**config.mk**
```make
export PLATFORM = sky130hd
export DESIGN_NAME = usb_rx_crc16_strip
export DESIGN_NICKNAME = d
export VERILOG_FILES = /design/src/rtl/usb_rx_crc16_strip.sv
export SDC_FILE = /design/constraint.sdc
export NUM_CORES = 1
export LEC_CHECK = 0
export CAP_MARGIN = 20
export CORE_AREA = 2 2 125 115
export CTS_BUF_LIST = sky130_fd_sc_hd__clkbuf_16
export CTS_CLUSTER_DIAMETER = 80
export DETAILED_ROUTE_END_ITERATION = 6
export DIE_AREA = 0 0 127 117
export PLACE_DENSITY = 0.48
export SYNTH_ARGS = -nofsm -noshare
export SYNTH_HDL_FRONTEND = slang
export SYNTH_SLANG_ARGS = --single-unit
export TNS_END_PERCENT = 100
```
**constraint.sdc**
```tcl
create_clock -name clk -period 3.1 [get_ports clk]
set_input_delay 0.62 -clock clk [delete_from_list [all_inputs] [get_ports clk]]
set_output_delay 0.62 -clock clk [all_outputs]
set_load 0.1 [all_outputs]
```
**src/rtl/usb_rx_crc16_strip.sv**
```systemverilog
`default_nettype none
// +----------------------------------------------------------------------------+
// | usb_rx_crc16_strip: checks CRC-16/USB on received data packets and strips   |
// | the two trailing CRC bytes through a 2-byte holding pipeline.               |
// | Revision: 1.0                                                               |
// +----------------------------------------------------------------------------+
module usb_rx_crc16_strip #(
  parameter int MAX_LEN = 1023,
  parameter int LEN_W   = 11,
  parameter bit CRC_EN  = 1'b1
) (
  input  logic             clk,
  input  logic             rst,
  input  logic             rx_sop,
  input  logic             rx_eop,
  input  logic             rx_valid,
  input  logic [7:0]       rx_data,
  output logic             rx_ready,
  input  logic             rx_cancel,
  output logic             out_sop,
  output logic             out_eop,
  output logic             out_valid,
  output logic [7:0]       out_data,
  input  logic             out_ready,
  output logic             pkt_done,
  output logic             crc16_err,
  output logic             len_err,
  output logic [LEN_W-1:0] pkt_len
);

  localparam logic [15:0]      c_CRC_INIT = 16'hFFFF;
  localparam logic [15:0]      c_CRC_POLY = 16'hA001;
  localparam logic [LEN_W-1:0] c_LEN_MAX  = '1;

  typedef enum logic [1:0] {
    ST_IDLE = 2'd0,
    ST_RUN  = 2'd1,
    ST_DONE = 2'd2
  } state_t;

  state_t           state_q, state_d;
  logic [1:0]       cnt_q, cnt_d;
  logic [7:0]       h0_q, h0_d;
  logic [7:0]       h1_q, h1_d;
  logic [15:0]      crc_q, crc_d;
  logic             first_q, first_d;
  logic             out_valid_q, out_valid_d;
  logic             out_sop_q, out_sop_d;
  logic             out_eop_q, out_eop_d;
  logic [7:0]       out_data_q, out_data_d;
  logic [LEN_W-1:0] pkt_len_q, pkt_len_d;
  logic             crc_err_q, crc_err_d;
  logic             len_err_q, len_err_d;

  logic             w_accept;
  logic [15:0]      w_crc_h0;
  logic [LEN_W-1:0] w_len_inc;
  logic [15:0]      w_fin_crc;
  logic [15:0]      w_fin_bytes;
  logic [LEN_W-1:0] w_fin_len;
  logic             w_crc_mis;
  logic             w_len_over;

  // Reflected CRC-16 update for one byte, LSB first.
  function automatic logic [15:0] crc16_byte(input logic [15:0] c, input logic [7:0] d);
    logic [15:0] r;
    r = c ^ {8'h00, d};
    for (int i = 0; i < 8; i++) begin
      r = r[0] ? ((r >> 1) ^ c_CRC_POLY) : (r >> 1);
    end
    return r;
  endfunction

  assign rx_ready  = (state_q != ST_DONE) && (!out_valid_q || out_ready);
  assign w_accept  = rx_valid && rx_ready;
  assign w_crc_h0  = crc16_byte(crc_q, h0_q);
  assign w_len_inc = (pkt_len_q == c_LEN_MAX) ? pkt_len_q : pkt_len_q + 1'b1;

  // With two bytes held, h0 is the last payload byte and h1 the CRC low byte.
  assign w_fin_crc   = (cnt_q == 2'd2) ? w_crc_h0 : crc_q;
  assign w_fin_bytes = (cnt_q == 2'd2) ? {rx_data, h1_q} : {rx_data, h0_q};
  assign w_fin_len   = (cnt_q == 2'd2) ? w_len_inc : pkt_len_q;
  assign w_len_over  = {{(32-LEN_W){1'b0}}, w_fin_len} > 32'(MAX_LEN);

  generate
    if (CRC_EN) begin : g_crc_on
      assign w_crc_mis = (~w_fin_crc != w_fin_bytes);
    end else begin : g_crc_off
      assign w_crc_mis = 1'b0;
    end
  endgenerate

  always_comb begin
    state_d     = state_q;
    cnt_d       = cnt_q;
    h0_d        = h0_q;
    h1_d        = h1_q;
    crc_d       = crc_q;
    first_d     = first_q;
    out_valid_d = out_valid_q;
    out_sop_d   = out_sop_q;
    out_eop_d   = out_eop_q;
    out_data_d  = out_data_q;
    pkt_len_d   = pkt_len_q;
    crc_err_d   = crc_err_q;
    len_err_d   = len_err_q;

    if (out_valid_q && out_ready) begin
      out_valid_d = 1'b0;
      out_sop_d   = 1'b0;
      out_eop_d   = 1'b0;
    end

    case (state_q)
      ST_IDLE, ST_RUN: begin
        if (w_accept && rx_sop) begin
          // A sop always restarts, discarding whatever a running packet held.
          state_d   = rx_eop ? ST_DONE : ST_RUN;
          h0_d      = rx_data;
          cnt_d     = rx_eop ? 2'd0 : 2'd1;
          crc_d     = c_CRC_INIT;
          first_d   = 1'b1;
          pkt_len_d = '0;
          crc_err_d = 1'b0;
          len_err_d = rx_eop;
        end else if (state_q == ST_RUN && rx_cancel) begin
          state_d = ST_IDLE;
          cnt_d   = 2'd0;
          crc_d   = c_CRC_INIT;
        end else if (state_q == ST_RUN && w_accept) begin
          if (cnt_q == 2'd2) begin
            out_valid_d = 1'b1;
            out_data_d  = h0_q;
            out_sop_d   = first_q;
            out_eop_d   = rx_eop;
            first_d     = 1'b0;
            crc_d       = w_crc_h0;
            pkt_len_d   = w_len_inc;
            h0_d        = h1_q;
            h1_d        = rx_data;
          end else if (cnt_q == 2'd1) begin
            h1_d  = rx_data;
            cnt_d = 2'd2;
          end else begin
            h0_d  = rx_data;
            cnt_d = 2'd1;
          end
          if (rx_eop) begin
            state_d   = ST_DONE;
            cnt_d     = 2'd0;
            crc_err_d = w_crc_mis;
            len_err_d = w_len_over;
          end
        end
      end
      ST_DONE: begin
        state_d = ST_IDLE;
        crc_d   = c_CRC_INIT;
      end
      default: begin
        state_d = ST_IDLE;
      end
    endcase
  end

  always_ff @(posedge clk or posedge rst) begin
    if (rst) begin
      state_q     <= ST_IDLE;
      cnt_q       <= 2'd0;
      h0_q        <= 8'h00;
      h1_q        <= 8'h00;
      crc_q       <= c_CRC_INIT;
      first_q     <= 1'b0;
      out_valid_q <= 1'b0;
      out_sop_q   <= 1'b0;
      out_eop_q   <= 1'b0;
      out_data_q  <= 8'h00;
      pkt_len_q   <= '0;
      crc_err_q   <= 1'b0;
      len_err_q   <= 1'b0;
    end else begin
      state_q     <= state_d;
      cnt_q       <= cnt_d;
      h0_q        <= h0_d;
      h1_q        <= h1_d;
      crc_q       <= crc_d;
      first_q     <= first_d;
      out_valid_q <= out_valid_d;
      out_sop_q   <= out_sop_d;
      out_eop_q   <= out_eop_d;
      out_data_q  <= out_data_d;
      pkt_len_q   <= pkt_len_d;
      crc_err_q   <= crc_err_d;
      len_err_q   <= len_err_d;
    end
  end

  assign out_valid = out_valid_q;
  assign out_sop   = out_sop_q;
  assign out_eop   = out_eop_q;
  assign out_data  = out_data_q;
  assign pkt_done  = (state_q == ST_DONE);
  assign crc16_err = crc_err_q;
  assign len_err   = len_err_q;
  assign pkt_len   = pkt_len_q;

endmodule
`default_nettype wire

```
==> metrics.md, run 1 <==
| Metric | Value |
|---|---|
| Pwr Density | 801 nW/um^2 |
| Utilization after layout | 30.9% |
| Clock Sinks | 61 |
| Sequential cell area | 1550 um^2 |
| Fin cells | 569 |
| Total Power | 3380 uW |
| Max Root-Sink Buffers | 2 |
| Die width | 127 um |
| Worst hold slack | 0.477 ns |
| Final hold viol count | 0 |
| Critical Path AT | 2.68 ns |
| Routability cong. | 0.833 |
| Crit-path slowest cell | xnor3_2 |
| RSZ-0062 raised after global routing | no |
| Syn nets | 357 |
| Hold path start | out_data[3] |
| Initial antenna violation count | 0 |
| Die Ht | 117 um |
| Ranking of synthesized cells by area | dfrtp_1, dfstp_2, nand2_1 |
| Number of flops mapped to enable cells by yosys | 0 |
| First-pass GRT wire length | 14400 um |
| Pins over their slew limit | 0 |
| ANT nets after route | 0 |
| GRT Total Usage | 12.7% |
| Reg-to-Reg End | crc16_err |
| Cell family with most CP delay | XOR/XNOR gates |
| Yosys warnings | 0 |
| Drt pass-1 iters | 4 |
| Peak supply drop | 0.346 mV |
| Syn-to-layout area delta | 26.2% |
| Drt via density | 4.59 |
| End point of the worst hold path | out_data[3] |
| Post-DP HPWL | 6380 um |
| Layout cells sized above 1 | 23.9% |
| Setup Crit Path Kind | register to register |
| Yosys reg bits | 61 |
| Synth async-reset ratio | 100% |
| Yosys top cell by area | dfrtp_1 |
| Die area | 14900 um^2 |
| Worst setup SP type | register |
| DR iter-0 viols | 122 |
| Max-Slew Margin vs Limit | 57.7% |
| Fillers | 1418 |
| WL final | 8820 um |
| Top FF cell, synth | dfrtp_1 |
| Largest fanout on the critical path | 6 |
| Port Buffer Count | 40 |
| Starting Density | 24.5% |
| Syn Inst Count | 339 |
| Detailed-route via count | 2612 |
| CTS tree | yes |
| Worst-Margin Slew | 0.635 ns |
| Reg clk slew, reported paths | 0.05 ns |
| Setup Skew | 0.00226 ns |
| Period utilization | 79.8% |
| Slowest stage delay, CP | 0.57 ns |
| Worst Hold Class | register to register |
| Sequential area share after synthesis | 46.2% |
| CP Buf/Inv Count | 0 |
| Row count | 41 |
| Achievable Freq | 404 MHz |
| Largest net degree at the start of global routing | 25 |
| Hold Buf Count CTS | 0 |
| # IOs | 41 |
| N_diodes | 0 |
| Total CTS buffers | 9 |
| Max cap viols | 0 |
| Post-CTS setup buffer count | 0 |
| WL/cell | 15.5 um |
| R2R setup slack | 0.62 ns |
| H-tree depth | 3 |
| Final min period | 2.48 ns |
| Vias in the first global route | 2620 |
| Cts repair resizes | 0 |
| Worst-case reg-to-reg path depth | 7 |
| GRT Residual Overflow | 0 |
| Worst reg2reg startpoint | crc_q[5] |
| Crit path required time | 3.30 ns |
| Worst hold path depth | 2 |
| Cells after DPL | 554 |
| DRC | 0 |
| Setup_tns | 0 ns |
| Core ar. | 13600 um^2 |
| Clk_lat worst skew | 0.33 ns |
| Crit-path cells | xor2_2 -> xor2_1 -> xnor3_2 -> and3b_1 -> o311ai_2 -> o211a_1 -> o21ai_2 |
| Yosys cell types | 51 |
| CTS root buf | clkbuf_16 |
| CP Capture Type | register |
| Final Net Count | 411 |
| LEAKAGE | 0.00181 uW |
| Area occupied by multi-input gates | 1740 um^2 |
| Final setup fails | 0 |
| Top cell type's share of synthesized area | 33.7% |
| Outcome | finished, final reports clean |
| Cell Area, Synth | 3350 um^2 |
| Mean Syn Cell Area | 9.87 um^2 |
==> worst register-to-register path, cell delays in order, from the launching register on <==
cell and delay (ns):
dfstp_2 0.55, xor2_2 0.23, xor2_1 0.30, xnor3_2 0.57, and3b_1 0.21, o311ai_2 0.23
o211a_1 0.20, o21ai_2 0.05
==> per-stage QoR <==
step	area [um^2]	setup WS, ns
after floorplan	3350	0.550
after global placement	3970	0.385
after detailed placement	3970	0.321
after CTS	4220	0.594
after global routing	4220	0.437
final	4220	0.625
==> registers in the layout, summed over array words and instances, names as in the netlist <==
name       count
h0_q           8
state_q        2
first_q        1
out_data       8
cnt_q          2
len_err        1
out_sop        1
pkt_len       11
crc16_err      1
out_eop        1
out_valid      1
h1_q           8
crc_q         16
==> worst max path at each step <==
stage,start,end,depth (start not counted)
2_1_floorplan,out_valid,crc_q[1],8
3_3_place_gp,out_ready,h1_q[5],7
3_5_place_dp,out_ready,h1_q[3],7
4_1_cts,crc_q[5],crc16_err,7
5_1_grt,crc_q[5],crc16_err,7
6_report,crc_q[5],crc16_err,7
==> synthesized netlist by cell type (3+ instances only) <==
| cell | count |
|---|---|
| xor2_1 | 18 |
| o22a_1 | 5 |
| o21ai_0 | 12 |
| xnor2_1 | 14 |
| a21oi_1 | 32 |
| nor4_1 | 3 |
| nand3_1 | 9 |
| nand2b_1 | 4 |
| mux2_2 | 9 |
| clkbuf_1 | 8 |
| dfrtp_1 | 45 |
| ha_1 | 3 |
| nand2_1 | 43 |
| xnor2_2 | 6 |
| nor3_1 | 6 |
| a31oi_1 | 3 |
| inv_1 | 7 |
| mux2i_1 | 9 |
| nor2_1 | 43 |
| dfstp_2 | 16 |
| nand4_1 | 6 |
==> layout make-up <==
class / count / share of cell area, %
Clock buffer: 9 / 5.33
Clock inverter: 6 / 0.593
Inverter: 7 / 0.622
Sequential cell: 61 / 36.6
Tap cell: 172 / 5.10
Timing Repair Buffer: 53 / 10.6
Multi-Input combinational cell: 261 / 41.2
==> metal layers <==
metal	wire [um]	vias up	track usage, %
met5	0	-	0
met4	65	0	3.66
met3	337	5	3.55
met2	3970	47	20.1
met1	4450	1273	17.3
li1	-	1287	-
==> logic make-up (layout without fill, tap and decap cells) <==
kind of cell               count (synthesis)  count (layout)  share of synthesized area, %
xor gates and xnor gates                  43              43                          14.7
DFF                                       61              61                          46.2
buffers and inverters                     17              75                          1.98
and+or+nand+nor                          126             126                          16.8
adders and majority gates                  3               3                          1.12
AOI/OAI and AO/OA                         71              71                          13.5
muxes                                     18              18                          5.72
==> layout by cell type (no fill, tap or decap), drive strengths merged, types with 4 or more instances in the layout <==
| master | instances |
|---|---|
| dfrtp | 45 |
| nor2 | 44 |
| nand2 | 43 |
| buf | 39 |
| a21oi | 32 |
| xnor2 | 21 |
| xor2 | 19 |
| dfstp | 16 |
| clkdlybuf4s50 | 14 |
| o21ai | 13 |
| inv | 10 |
| nand3 | 9 |
| mux2i | 9 |
| mux2 | 9 |
| clkbuf | 9 |
| nand4 | 6 |
| nor3 | 6 |
| o22a | 6 |
| nand2b | 4 |
==> report_power, final <==
part	switching, uW	internal (uW)
Clock	338	521
Sequential	137	944
Combinational	850	592
Note: power is estimated with default switching activity, not from simulation.
==> run 2: changes to the inputs <==
--- a/config.mk
+++ b/config.mk
@@ -11,7 +11,7 @@
 export CTS_CLUSTER_DIAMETER = 80
 export DETAILED_ROUTE_END_ITERATION = 6
 export DIE_AREA = 0 0 127 117
-export PLACE_DENSITY = 0.48
+export PLACE_DENSITY = 0.49
 export SYNTH_ARGS = -nofsm -noshare
 export SYNTH_HDL_FRONTEND = slang
 export SYNTH_SLANG_ARGS = --single-unit
==> constraint.sdc (replaced) <==
create_clock -name clk -period 2.2 [get_ports clk]
set_input_delay 0.44 -clock clk [delete_from_list [all_inputs] [get_ports clk]]
set_output_delay 0.44 -clock clk [all_outputs]
set_load 0.1 [all_outputs]
==> metrics.md, run 2 (synthesis gave the netlist of run 1 again) <==
| Metric | Value |
|---|---|
| Achievable Freq | 451 MHz (+12%) |
| Crit path required time | 2.46 ns (-0.84 ns) |
| Critical Path AT | 2.48 ns (-0.20 ns) |
| Outcome | finished with violations |
| LEAKAGE | 0.00203 uW (+12%) |
| Syn-to-layout area delta | 41.7% |
| # IOs | 41 (unchanged) |
| CTS root buf | clkbuf_16 |
| Core ar. | 13600 um^2 (unchanged) |
| Final setup fails | 1 (+1) |
| Max cap viols | 0 (unchanged) |
| Worst-Margin Slew | 0.343 ns (-0.292 ns) |
| Slowest stage delay, CP | 0.55 ns (-0.02 ns) |
| Pwr Density | 1170 nW/um^2 (+46%) |
| Post-DP HPWL | 6510 um (+2.1%) |
| Worst Hold Class | register to register |
| Max Root-Sink Buffers | 2 (unchanged) |
| CP Capture Type | register |
| Die width | 127 um (unchanged) |
| Failing checks | setup timing |
| First-pass GRT wire length | 15100 um (+4.4%) |
| Switching Fraction | 37.3% (-1.9 points) |
| Combinational power share | 47.1% (+4.5 points) |
| Worst setup SP type | register |
| Peak supply drop | 0.548 mV (+58%) |
| Final min period | 2.22 ns (-0.256 ns) |
| Commonest non-fill, non-tap cell in the layout | buf_4 |
| Vias in the first global route | 2842 (+8.5%) |
| WL final | 9090 um (+3.0%) |
| Total Power | 5550 uW (+64%) |
| DP Area | 4420 um^2 (+11%) |
| Layout cells sized above 1 | 34.0% (+10 points) |
| Die Ht | 117 um (unchanged) |
| Routability cong. | 0.800 (-4.0%) |
| Sequential cell area | 1550 um^2 (about the same) |
| Most used cell, CP | xnor3_2 |
| Crit. Startpoint | crc_q[5] |
| Clock share of power | 25.4% (about the same) |
| Port Buffer Count | 40 (unchanged) |
| Pins over their slew limit | 0 (unchanged) |
| DRC | 0 (unchanged) |
| Hold path start | out_data[2] |
| ANT nets after route | 0 (unchanged) |
| Drt via density | 4.55 (-0.97%) |
| Finished layout cell area | 4740 um^2 (+12%) |
| Row count | 41 (unchanged) |
| Total CTS buffers | 9 (unchanged) |
| Flip-flop count of the largest register after layout | 16 (unchanged) |
| Register name with the most flops | crc_q |
| Psw | 2070 uW (+56%) |
| GRT Total Usage | 13.3% (+0.51 points) |
| Final Net Count | 451 (+9.7%) |
| GRT Residual Overflow | 0 (unchanged) |
| Crit-path slowest cell | dfstp_2 |
| Setup Crit Path Kind | register to register |
| Setup Skew | 0.00728 ns (+0.00502 ns) |
| Internal | 3480 uW (+69%) |
| Largest fanout on the critical path | 5 (-1) |
| N_diodes | 0 (unchanged) |
| CTS tree | yes |
| Worst reg2reg startpoint | crc_q[5] |
| Die area | 14900 um^2 (unchanged) |
| Largest net degree at the start of global routing | 62 (+150%) |
| Area occupied by multi-input gates | 1790 um^2 (+2.7%) |
| WL/cell | 14.9 um (-3.9%) |
| Period utilization | 101% (+21 points) |
| Max-Slew Margin vs Limit | 77.0% (+19 points) |
| Hold Buf Count CTS | 0 (unchanged) |
| Fillers | 1395 (-1.6%) |
| Worst-case reg-to-reg path depth | 7 (unchanged) |
| Detailed-route via count | 2773 (+6.2%) |
| Clk_lat worst skew | 0.33 ns (about the same) |
| Starting Density | 24.5% (unchanged) |
| Final setup margin | -0.0186 ns (-0.644 ns) |
| Initial antenna violation count | 0 (unchanged) |
| Final hold viol count | 0 (unchanged) |
| DR iter-0 viols | 106 (-13%) |
| Drt pass-1 iters | 4 (unchanged) |
| Reg clk slew, reported paths | 0.06 ns (about the same) |
| Clock Sinks | 61 (unchanged) |
| Worst hold slack | 0.473 ns (-0.00316 ns) |
| Reg power frac | 27.5% (-4.5 points) |
| Crit-path cells | xor2_2 -> xor2_1 -> xnor3_2 -> xnor3_2 -> xnor2_2 -> o211a_1 -> o21ai_2 |
| Worst hold path depth | 2 (unchanged) |
| Commonest non-fill, non-tap cells in the layout | buf_4, dfrtp_1, nand2_1 |
| H-tree depth | 3 (unchanged) |
| RSZ-0062 raised after global routing | yes |
run 2: cell count changes in the layout (fill, tap and decap cells not counted), moves of 2 or more:
cell        before  now
inv_1            9    6
clkinvlp_4       0    3
buf_12           1   11
a21oi_2          0    2
buf_4           38   68
nor2_4           0    2
nor2_1          43   40
a21oi_1         32   30
run 2: timing repair:
item	CTS	global route
pin swaps	0	0
gates resized for setup	2	2
setup buffers	0	1
endpoints found under the setup margin	1	7
run 2: power groups by stage:
stage / clock network, uW / logic [uW] / registers (uW)
global route: 1490 / 2830 / 1560
finish: 1410 / 2610 / 1530
global placement: 0 / 2480 / 1540
floorplan: 0 / 1260 / 1880
CTS: 1440 / 2560 / 1530
detailed placement: 0 / 2490 / 1540
run 2: metrics by stage:
step	cells	utilization, %	setup TNS [ns]	setup WS (ns)
after global placement	593	32.4	-5.62	-0.195
after CTS	609	34.6	-0.0757	-0.0757
after detailed placement	593	32.4	-6.72	-0.204
final	610	34.7	-0.0186	-0.0186
after global routing	610	34.7	-0.225	-0.225
after floorplan	339	-	-0.00827	-0.00827
run 2: worst paths after layout:
kind	endpoint	slack [ns]
worst min-delay path	out_data[2]	0.47
max in group asynchronous	crc_q[5]	1.38
min in group asynchronous	state_q[0]	0.50
worst max-delay path	crc16_err	-0.02
worst max register to register	crc16_err	-0.02
worst min register to register	out_data[2]	0.47
run 2: critical path: cells and delay by family, from the launching register on:
family / cells / cell delay [ns]
xor gates and xnor gates: 5 / 1.34
AOI/OAI and AO/OA: 2 / 0.26
DFF: 1 / 0.55
run 2: area by class of cell:
cell class,count,area share (%)
Timing Repair Buffer,93,18.4
Tap cell,172,4.54
Inverter,7,0.633
Multi-Input combinational cell,261,37.7
Sequential cell,61,32.6
Clock inverter,7,1.40
Clock buffer,9,4.75
run 2: metal layers:
layer  up-vias  track usage, %  wire (um)
met5         -               0          0
met4         0            4.84        154
met3        14            3.23        418
met2        58            21.4       4200
met1      1330            17.5       4310
li1       1371               -          -
